$ cat config.mk
export PLATFORM = sky130hd
export DESIGN_NAME = serial_add_ctrl
export DESIGN_NICKNAME = d
export VERILOG_FILES = /design/src/rtl/serial_add_ctrl_pkg.sv /design/src/rtl/serial_add_ctrl_fa.sv /design/src/rtl/serial_add_ctrl.sv
export SDC_FILE = /design/constraint.sdc
export NUM_CORES = 1
export LEC_CHECK = 0
export CAP_MARGIN = 15
export CORE_ASPECT_RATIO = 0.8
export CORE_UTILIZATION = 40
export DETAILED_ROUTE_END_ITERATION = 8
export GPL_TIMING_DRIVEN = 0
export PLACE_DENSITY_LB_ADDON = 0.08
export SLEW_MARGIN = 15
export SYNTH_ARGS = -nofsm -noshare
export SYNTH_HDL_FRONTEND = slang
export SYNTH_SLANG_ARGS = --single-unit
$ cat constraint.sdc
create_clock -name clk -period 1.8 [get_ports clk]
set_clock_uncertainty 0.2 [all_clocks]
set_input_delay 0.18 -clock clk [delete_from_list [all_inputs] [get_ports clk]]
set_output_delay 0.18 -clock clk [all_outputs]
set_load 0.02 [all_outputs]
$ cat src/rtl/serial_add_ctrl_pkg.sv
// Shared definitions for the bit-serial adder controller: state encoding and default width.
package serial_add_ctrl_pkg;

    localparam int unsigned DEFAULT_WIDTH = 8;

    typedef enum logic [1:0] {
        IDLE  = 2'd0,
        SHIFT = 2'd1,
        DONE  = 2'd2
    } state_e;

endpackage

$ cat src/rtl/serial_add_ctrl_fa.sv
// One-bit full-adder cell, purely combinational.
module serial_add_ctrl_fa (
    input  logic a_i,
    input  logic b_i,
    input  logic cin_i,
    output logic sum_o,
    output logic cout_o
);

    assign sum_o  = a_i ^ b_i ^ cin_i;
    assign cout_o = (a_i & b_i) | (a_i & cin_i) | (b_i & cin_i);

endmodule

$ cat src/rtl/serial_add_ctrl.sv
// Bit-serial WIDTH-bit adder: feeds one full-adder cell LSB first, one bit per cycle,
// with valid/ready handshakes on operands and result.
module serial_add_ctrl
    import serial_add_ctrl_pkg::*;
#(
    parameter  int unsigned WIDTH = DEFAULT_WIDTH,
    localparam int unsigned CNT_W = $clog2(WIDTH)
) (
    input  logic             clk,
    input  logic             rst,
    input  logic             in_valid,
    output logic             in_ready,
    input  logic [WIDTH-1:0] op_a,
    input  logic [WIDTH-1:0] op_b,
    input  logic             cin,
    output logic             out_valid,
    input  logic             out_ready,
    output logic [WIDTH-1:0] sum,
    output logic             cout,
    output logic             ovf,
    output logic             busy
);

    state_e             state_q, state_d;
    logic [CNT_W-1:0]   count_q, count_d;
    logic [WIDTH-1:0]   a_sh_q, a_sh_d;
    logic [WIDTH-1:0]   b_sh_q, b_sh_d;
    logic [WIDTH-1:0]   sum_sh_q, sum_sh_d;
    logic               carry_q, carry_d;
    logic               msb_cin_q, msb_cin_d;
    logic               fa_sum, fa_cout;

    serial_add_ctrl_fa u_fa (
        .a_i    (a_sh_q[0]),
        .b_i    (b_sh_q[0]),
        .cin_i  (carry_q),
        .sum_o  (fa_sum),
        .cout_o (fa_cout)
    );

    always_ff @(posedge clk or posedge rst) begin
        if (rst) begin
            state_q   <= IDLE;
            count_q   <= '0;
            a_sh_q    <= '0;
            b_sh_q    <= '0;
            sum_sh_q  <= '0;
            carry_q   <= 1'b0;
            msb_cin_q <= 1'b0;
        end else begin
            state_q   <= state_d;
            count_q   <= count_d;
            a_sh_q    <= a_sh_d;
            b_sh_q    <= b_sh_d;
            sum_sh_q  <= sum_sh_d;
            carry_q   <= carry_d;
            msb_cin_q <= msb_cin_d;
        end
    end

    always_comb begin
        state_d   = state_q;
        count_d   = count_q;
        a_sh_d    = a_sh_q;
        b_sh_d    = b_sh_q;
        sum_sh_d  = sum_sh_q;
        carry_d   = carry_q;
        msb_cin_d = msb_cin_q;

        case (state_q)
            IDLE: begin
                if (in_valid) begin
                    a_sh_d  = op_a;
                    b_sh_d  = op_b;
                    carry_d = cin;
                    count_d = '0;
                    state_d = SHIFT;
                end
            end
            SHIFT: begin
                sum_sh_d = {fa_sum, sum_sh_q[WIDTH-1:1]};
                a_sh_d   = {1'b0, a_sh_q[WIDTH-1:1]};
                b_sh_d   = {1'b0, b_sh_q[WIDTH-1:1]};
                carry_d  = fa_cout;
                // carry_q here is the carry into the MSB; keep it for overflow detection
                if (count_q == CNT_W'(WIDTH - 1)) begin
                    msb_cin_d = carry_q;
                    state_d   = DONE;
                end else begin
                    count_d = count_q + CNT_W'(1);
                end
            end
            DONE: begin
                if (out_ready) begin
                    state_d = IDLE;
                end
            end
            default: state_d = IDLE;
        endcase
    end

    assign in_ready  = (state_q == IDLE);
    assign out_valid = (state_q == DONE);
    assign busy      = (state_q == SHIFT) || (state_q == DONE);
    assign sum       = sum_sh_q;
    assign cout      = carry_q;
    assign ovf       = msb_cin_q ^ carry_q;

endmodule

# Word-level counts from Yosys, hierarchy flattened
# Cells that the tools add are included.
# word_totals
reg_bits	31
output_inout_bits	13
word_cells	43
# op_classes
n_addsub	1
n_eq_ne	7
n_mux	13
bitwise	8
n_reduce_logical	7
# op_table
op	n
$pmux W8 S2	2
$mux W8	2
$mux W2	3
$mux W3	2
$ne A2 B2 Y1 const B	3
$pmux W2 S3	1
$pmux W3 S2	1
$reduce_and A3 Y1	2
$reduce_and A2 Y1	2
$add A3 B1 Y3 const B	1
$and A1 B1 Y1	3
$eq A3 B3 Y1 const B	1
$xor A1 B1 Y1	3
$eq A2 B1 Y1 const B	1
$eq A2 B2 Y1 const B	1
$logic_not A2 Y1	1
$ne A2 B1 Y1 const B	1
$or A1 B1 Y1	2
$pmux W1 S2	1
$reduce_bool A2 Y1	1
$logic_or A1 B1 Y1	1
$mux W1	1

# Depth between registers and ports, before layout
# Gate-level depths: netlist of run 1.
# depth
ltp_word	4
ltp_mapped	7
depth_no_buf	5

# Cells and area by module
# A second synthesis of run 1 with hierarchy kept.
# unflattened
hier_cells	128
hier_area_um2	1508.9
# modules_own_cells
module	n_inst	cells_each	area_each_um2	seq_area_each_um2
serial_add_ctrl	1	127	1488.9	775.7
serial_add_ctrl_fa	1	1	20.0	0.0

# Worst setup path after synthesis of run 1
# No wires, ideal clock.
# synth_path
path_type	reg-to-reg
startpoint	register state_q[0]
endpoint	register a_sh_q[0]
t_arrival_ps	1539
required_time_ps	1481
path_slack_ps	-58
stages_incl_launch_ff	6
path_cell_list	dfrtp_1 > inv_1 > ha_1 > mux2i_2 > buf_6 > o21ai_2
# synth_between
elab_chain_len	3
# synth_rtl
item	line_no	text
from (decl)	serial_add_ctrl.sv:24	state_e state_q, state_d;
from (signal assigned)	serial_add_ctrl.sv:51	state_q <= state_d;
$logic_not A2 Y1 *	--	
via in_ready	serial_add_ctrl.sv:12	output logic in_ready,
$ne A2 B2 Y1 (no source line) / $reduce_bool A2 Y1 (equally long branches)	--	
$reduce_and A2 Y1 (no source line)	--	
to (signal assigned)	serial_add_ctrl.sv:53	a_sh_q <= a_sh_d;
to (decl)	serial_add_ctrl.sv:26	logic [WIDTH-1:0] a_sh_q, a_sh_d;
# The timed path passes the listed nets; every way through them passes the cells marked *.
# A chain may end at the register's enable or synchronous reset.

# Final worst setup path of run 1
# layout_path
startpoint	register state_q[1]
endpoint	register state_q[0]
# layout_between
elab_chain_len	3
# layout_rtl
item	line_no	text
$eq A2 B1 Y1, or another cell as far along	serial_add_ctrl.sv:70	case (state_q)
$ne A2 B2 Y1 (no source line) / $ne A2 B1 Y1 (equally long branches)	--	
$reduce_and A3 Y1 (no source line)	--	
# Parallel ways exist; a longest one is shown, timed or not.

==> flow_metrics.tcl, run 1 <==
set metrics [dict create \
    status "complete, no violations" \
    die_y_um 58.7 \
    combPwrFrac_pct 57.0 \
    async_flop_share_pct 100 \
    antenna_found_initial 0 \
    antennaDiodeCount 0 \
    initial_utilization_pct 42.0 \
    synthCells 134 \
    switching_power_uw 1660 \
    drt-initial-drc-count 36 \
    vdd_drop_max_mv 0.936 \
    worstSkewPairLatency_ns 0.28 \
    cp.arrival_ns 1.71 \
    maxCapViolCount 0 \
    fmaxAchievable_ghz 0.574 \
    syn_to_final_growth_pct 35.3 \
    ys_dominant_reg_cell "dfrtp_1" \
    p_per_area_nw_per_um2 1930 \
    fin_tns_setup_ns 0 \
    slew_headroom_pct 56.4 \
    synth_top_cell_area_share_pct 48.3 \
    grt_setup_unrepaired "yes" \
    start_kind "flip-flop" \
    r2r-start "state_q[1]" \
    end_kind "flip-flop" \
    cp_max_fo 6 \
    worst_pin_slew_ns 0.653 \
    cts.sinks 31 \
    cts_tree "built" \
    port_buffers 33 \
    slew_violations 0 \
    ys_seq_area_share_pct 48.3 \
    row_count 20 \
    place_hpwl_um 2240 \
    path_cells "inv_2 -> ha_1 -> buf_6 -> nor2b_4 -> nor3_4 -> mux2_2" \
    place_congestion 0.668 \
    synth.area.top_cells "dfrtp_1 48%, mux2i_1 11%, mux2_2 7.7%" \
    synth.most_common_cell "dfrtp_1" \
    pwr-share-seq_pct 30.3 \
    cts-buffers-inserted 5 \
    htreeDepth 2 \
    core_sq_um 3830 \
    dieArea_sq_um 4280 \
    drtPass1Iterations 4 \
    fin_crit_sh_pct 96.7 \
    dr_total_vias 1147 \
    layout-drive-gt1-share_pct 28.2 \
    internal-power_uw 2550 \
    grt_pass1_wl_um 5420 \
    cp-startpoint "state_q[1]" \
    grt_use_total_pct 17.3 \
    drt_wl_total_um 3230 \
    path_class "flip-flop to flip-flop" \
    final-setup-viol-count 0 \
    synth_largest_area_cell "dfrtp_1" \
    fin_util_pct 56.8 \
    finalCriticalPeriod_ns 1.74 \
    hp-class "input pin to async pin" \
    root_buffer "clkbuf_8" \
    via_per_inst 4.94 \
    cp_slowest_stage_delay_ns 0.38 \
    multi_input_area_sq_um 805 \
    ctsLongestPathBuffers 2 \
    fp.dieW_um 72.9 \
    drc_errors 0 \
    syn_avg_cell_area_sq_um 12.0 \
    slowest_stage "dfrtp_1" \
    fin_nets 204 \
    post_drt_wl_per_cell_um 13.9 \
    cts_hold_buffers 0 \
    grt-ovfl-total 0 \
    fill_cells 340 \
    ys_types 25 \
    p_sw_share_pct 39.4 \
    cp.required_ns 1.76 \
    path_clk_slew_ns 0.07 \
    grt_pass1_vias 1164 \
    synth_common_cells "31 x dfrtp_1, 18 x nand2_1, 17 x mux2i_1" \
    yosys_warnings 0 \
    synthesis.area_sq_um 1610 \
    hold_violations 0 \
    power.share.clock_pct 12.6 \
    regArea_sq_um 776 \
    syn-num-nets 162 \
    leakage_uw 0.000949 \
    synth_edf_count 0 \
    ant_nets 0 \
    synth-seq-cells 31 \
    grt_start_max_net_pins 32 \
    ios 34 \
]
[worst max-delay path, delay by kind of cell, from the launching register on]
family,cells,cell delay (ns)
fa+ha+maj,1,0.19
buf+inv,2,0.22
flops,1,0.38
mux,1,0.35
simple gates,2,0.28
[power by group through the flow]
stage / registers (uW) / clock network (uW) / logic (uW)
3_3_place_gp: 1260 / 0 / 2170
2_1_floorplan: 1350 / 0 / 1480
3_5_place_dp: 1280 / 0 / 2240
5_1_grt: 1320 / 579 / 2600
4_1_cts: 1260 / 547 / 2370
6_report: 1270 / 531 / 2400
[worst paths after layout]
kind | endpoint | depth (start not counted) | slack, ns
setup / recovery | state_q[0] | 6 | 0.06
hold / removal | a_sh_q[7] | 2 | 0.11
setup reg to reg | state_q[0] | 6 | 0.06
hold reg to reg | a_sh_q[2] | 2 | 0.28
max in group asynchronous | sum[1] | 2 | 0.87
min in group clk | a_sh_q[7] | 3 | 0.27
[sequential cells by signal, summed over array words and instances (netlist names)]
name / flops
a_sh_q: 8
b_sh_q: 8
count_q: 3
cout: 1
msb_cin_q: 1
state_q: 2
sum: 8
[layout by cell type (no fill, tap or decap), types with 2 or more instances in the layout]
cell	instances
dfrtp_1	31
clkdlybuf4s50_1	28
nand2_1	18
mux2i_1	14
o21ai_2	12
mux2_2	11
o21ai_0	7
clkbuf_8	5
buf_6	4
ha_1	4
nor2b_1	3
buf_4	3
inv_2	3
o211ai_1	3
dlygate4sd2_1	3
nor2b_4	2
mux2i_4	2
mux2i_2	2
and2_1	2
nand2b_1	2
nand3_1	2
clkbuf_1	2
[area by class of cell]
class	count	share of cell area, %
Tap cell	55	3.17
Multi-Input combinational cell	93	37.0
Sequential cell	31	35.7
Inverter	3	0.518
Buffer	7	4.03
Clock buffer	7	3.51
Clock inverter	1	0.230
Timing Repair Buffer	35	15.8
[logic make-up (layout without fill, tap and decap cells)]
group / count (synthesis) / in the layout / share of synthesized area (%)
flip-flops: 31 / 31 / 48.3
adder cells (fa/ha/maj): 7 / 7 / 5.92
multiplexers: 29 / 29 / 19.2
buffers and inverters: 10 / 53 / 4.75
AO/OA/AOI/OAI: 24 / 24 / 10.7
AND/OR/NAND/NOR: 32 / 32 / 10.6
XOR/XNOR: 1 / 1 / 0.545
[metal layers]
metal,track usage [%],share of wire (%),vias up
met5,0,0,-
met4,4.20,0.50,0
met3,5.82,4.1,2
met2,27.9,48,30
met1,22.7,48,566
li1,-,-,549
[through the flow]
step / power (uW) / setup WS (ns) / hold slack (ns) / std cells / instance area [sq um]
CTS: 4180 / 0.0122 / 0.138 / 232 / 2140
detailed placement: 3530 / -0.134 / 0.267 / 222 / 2010
floorplan: 2830 / 0.0423 / 0.0835 / 134 / 1610
global route: 4500 / -0.0118 / 0.178 / 232 / 2170
finish: 4200 / 0.0587 / 0.113 / 232 / 2170
global placement: 3430 / -0.0729 / 0.260 / 222 / 2010
[what timing repair did]
| item | 4_1_cts | 5_1_grt |
|---|---|---|
| endpoints found under the setup margin | 24 | 13 |
| gates cloned | 0 | 0 |
| pin swaps | 1 | 0 |
| setup buffers | 2 | 0 |
| resized for setup | 14 | 8 |
Power figures use the tool's default switching activity.
==> run 2, diff against run 1 <==
--- a/config.mk
+++ b/config.mk
@@ -10,6 +10,7 @@
 export CORE_UTILIZATION = 40
 export DETAILED_ROUTE_END_ITERATION = 8
 export GPL_TIMING_DRIVEN = 0
+export HOLD_SLACK_MARGIN = 0.12
 export PLACE_DENSITY_LB_ADDON = 0.08
 export SLEW_MARGIN = 15
 export SYNTH_ARGS = -nofsm -noshare
==> results of run 2 <==
Final layout, timing and power as in run 1 (identical DEF).
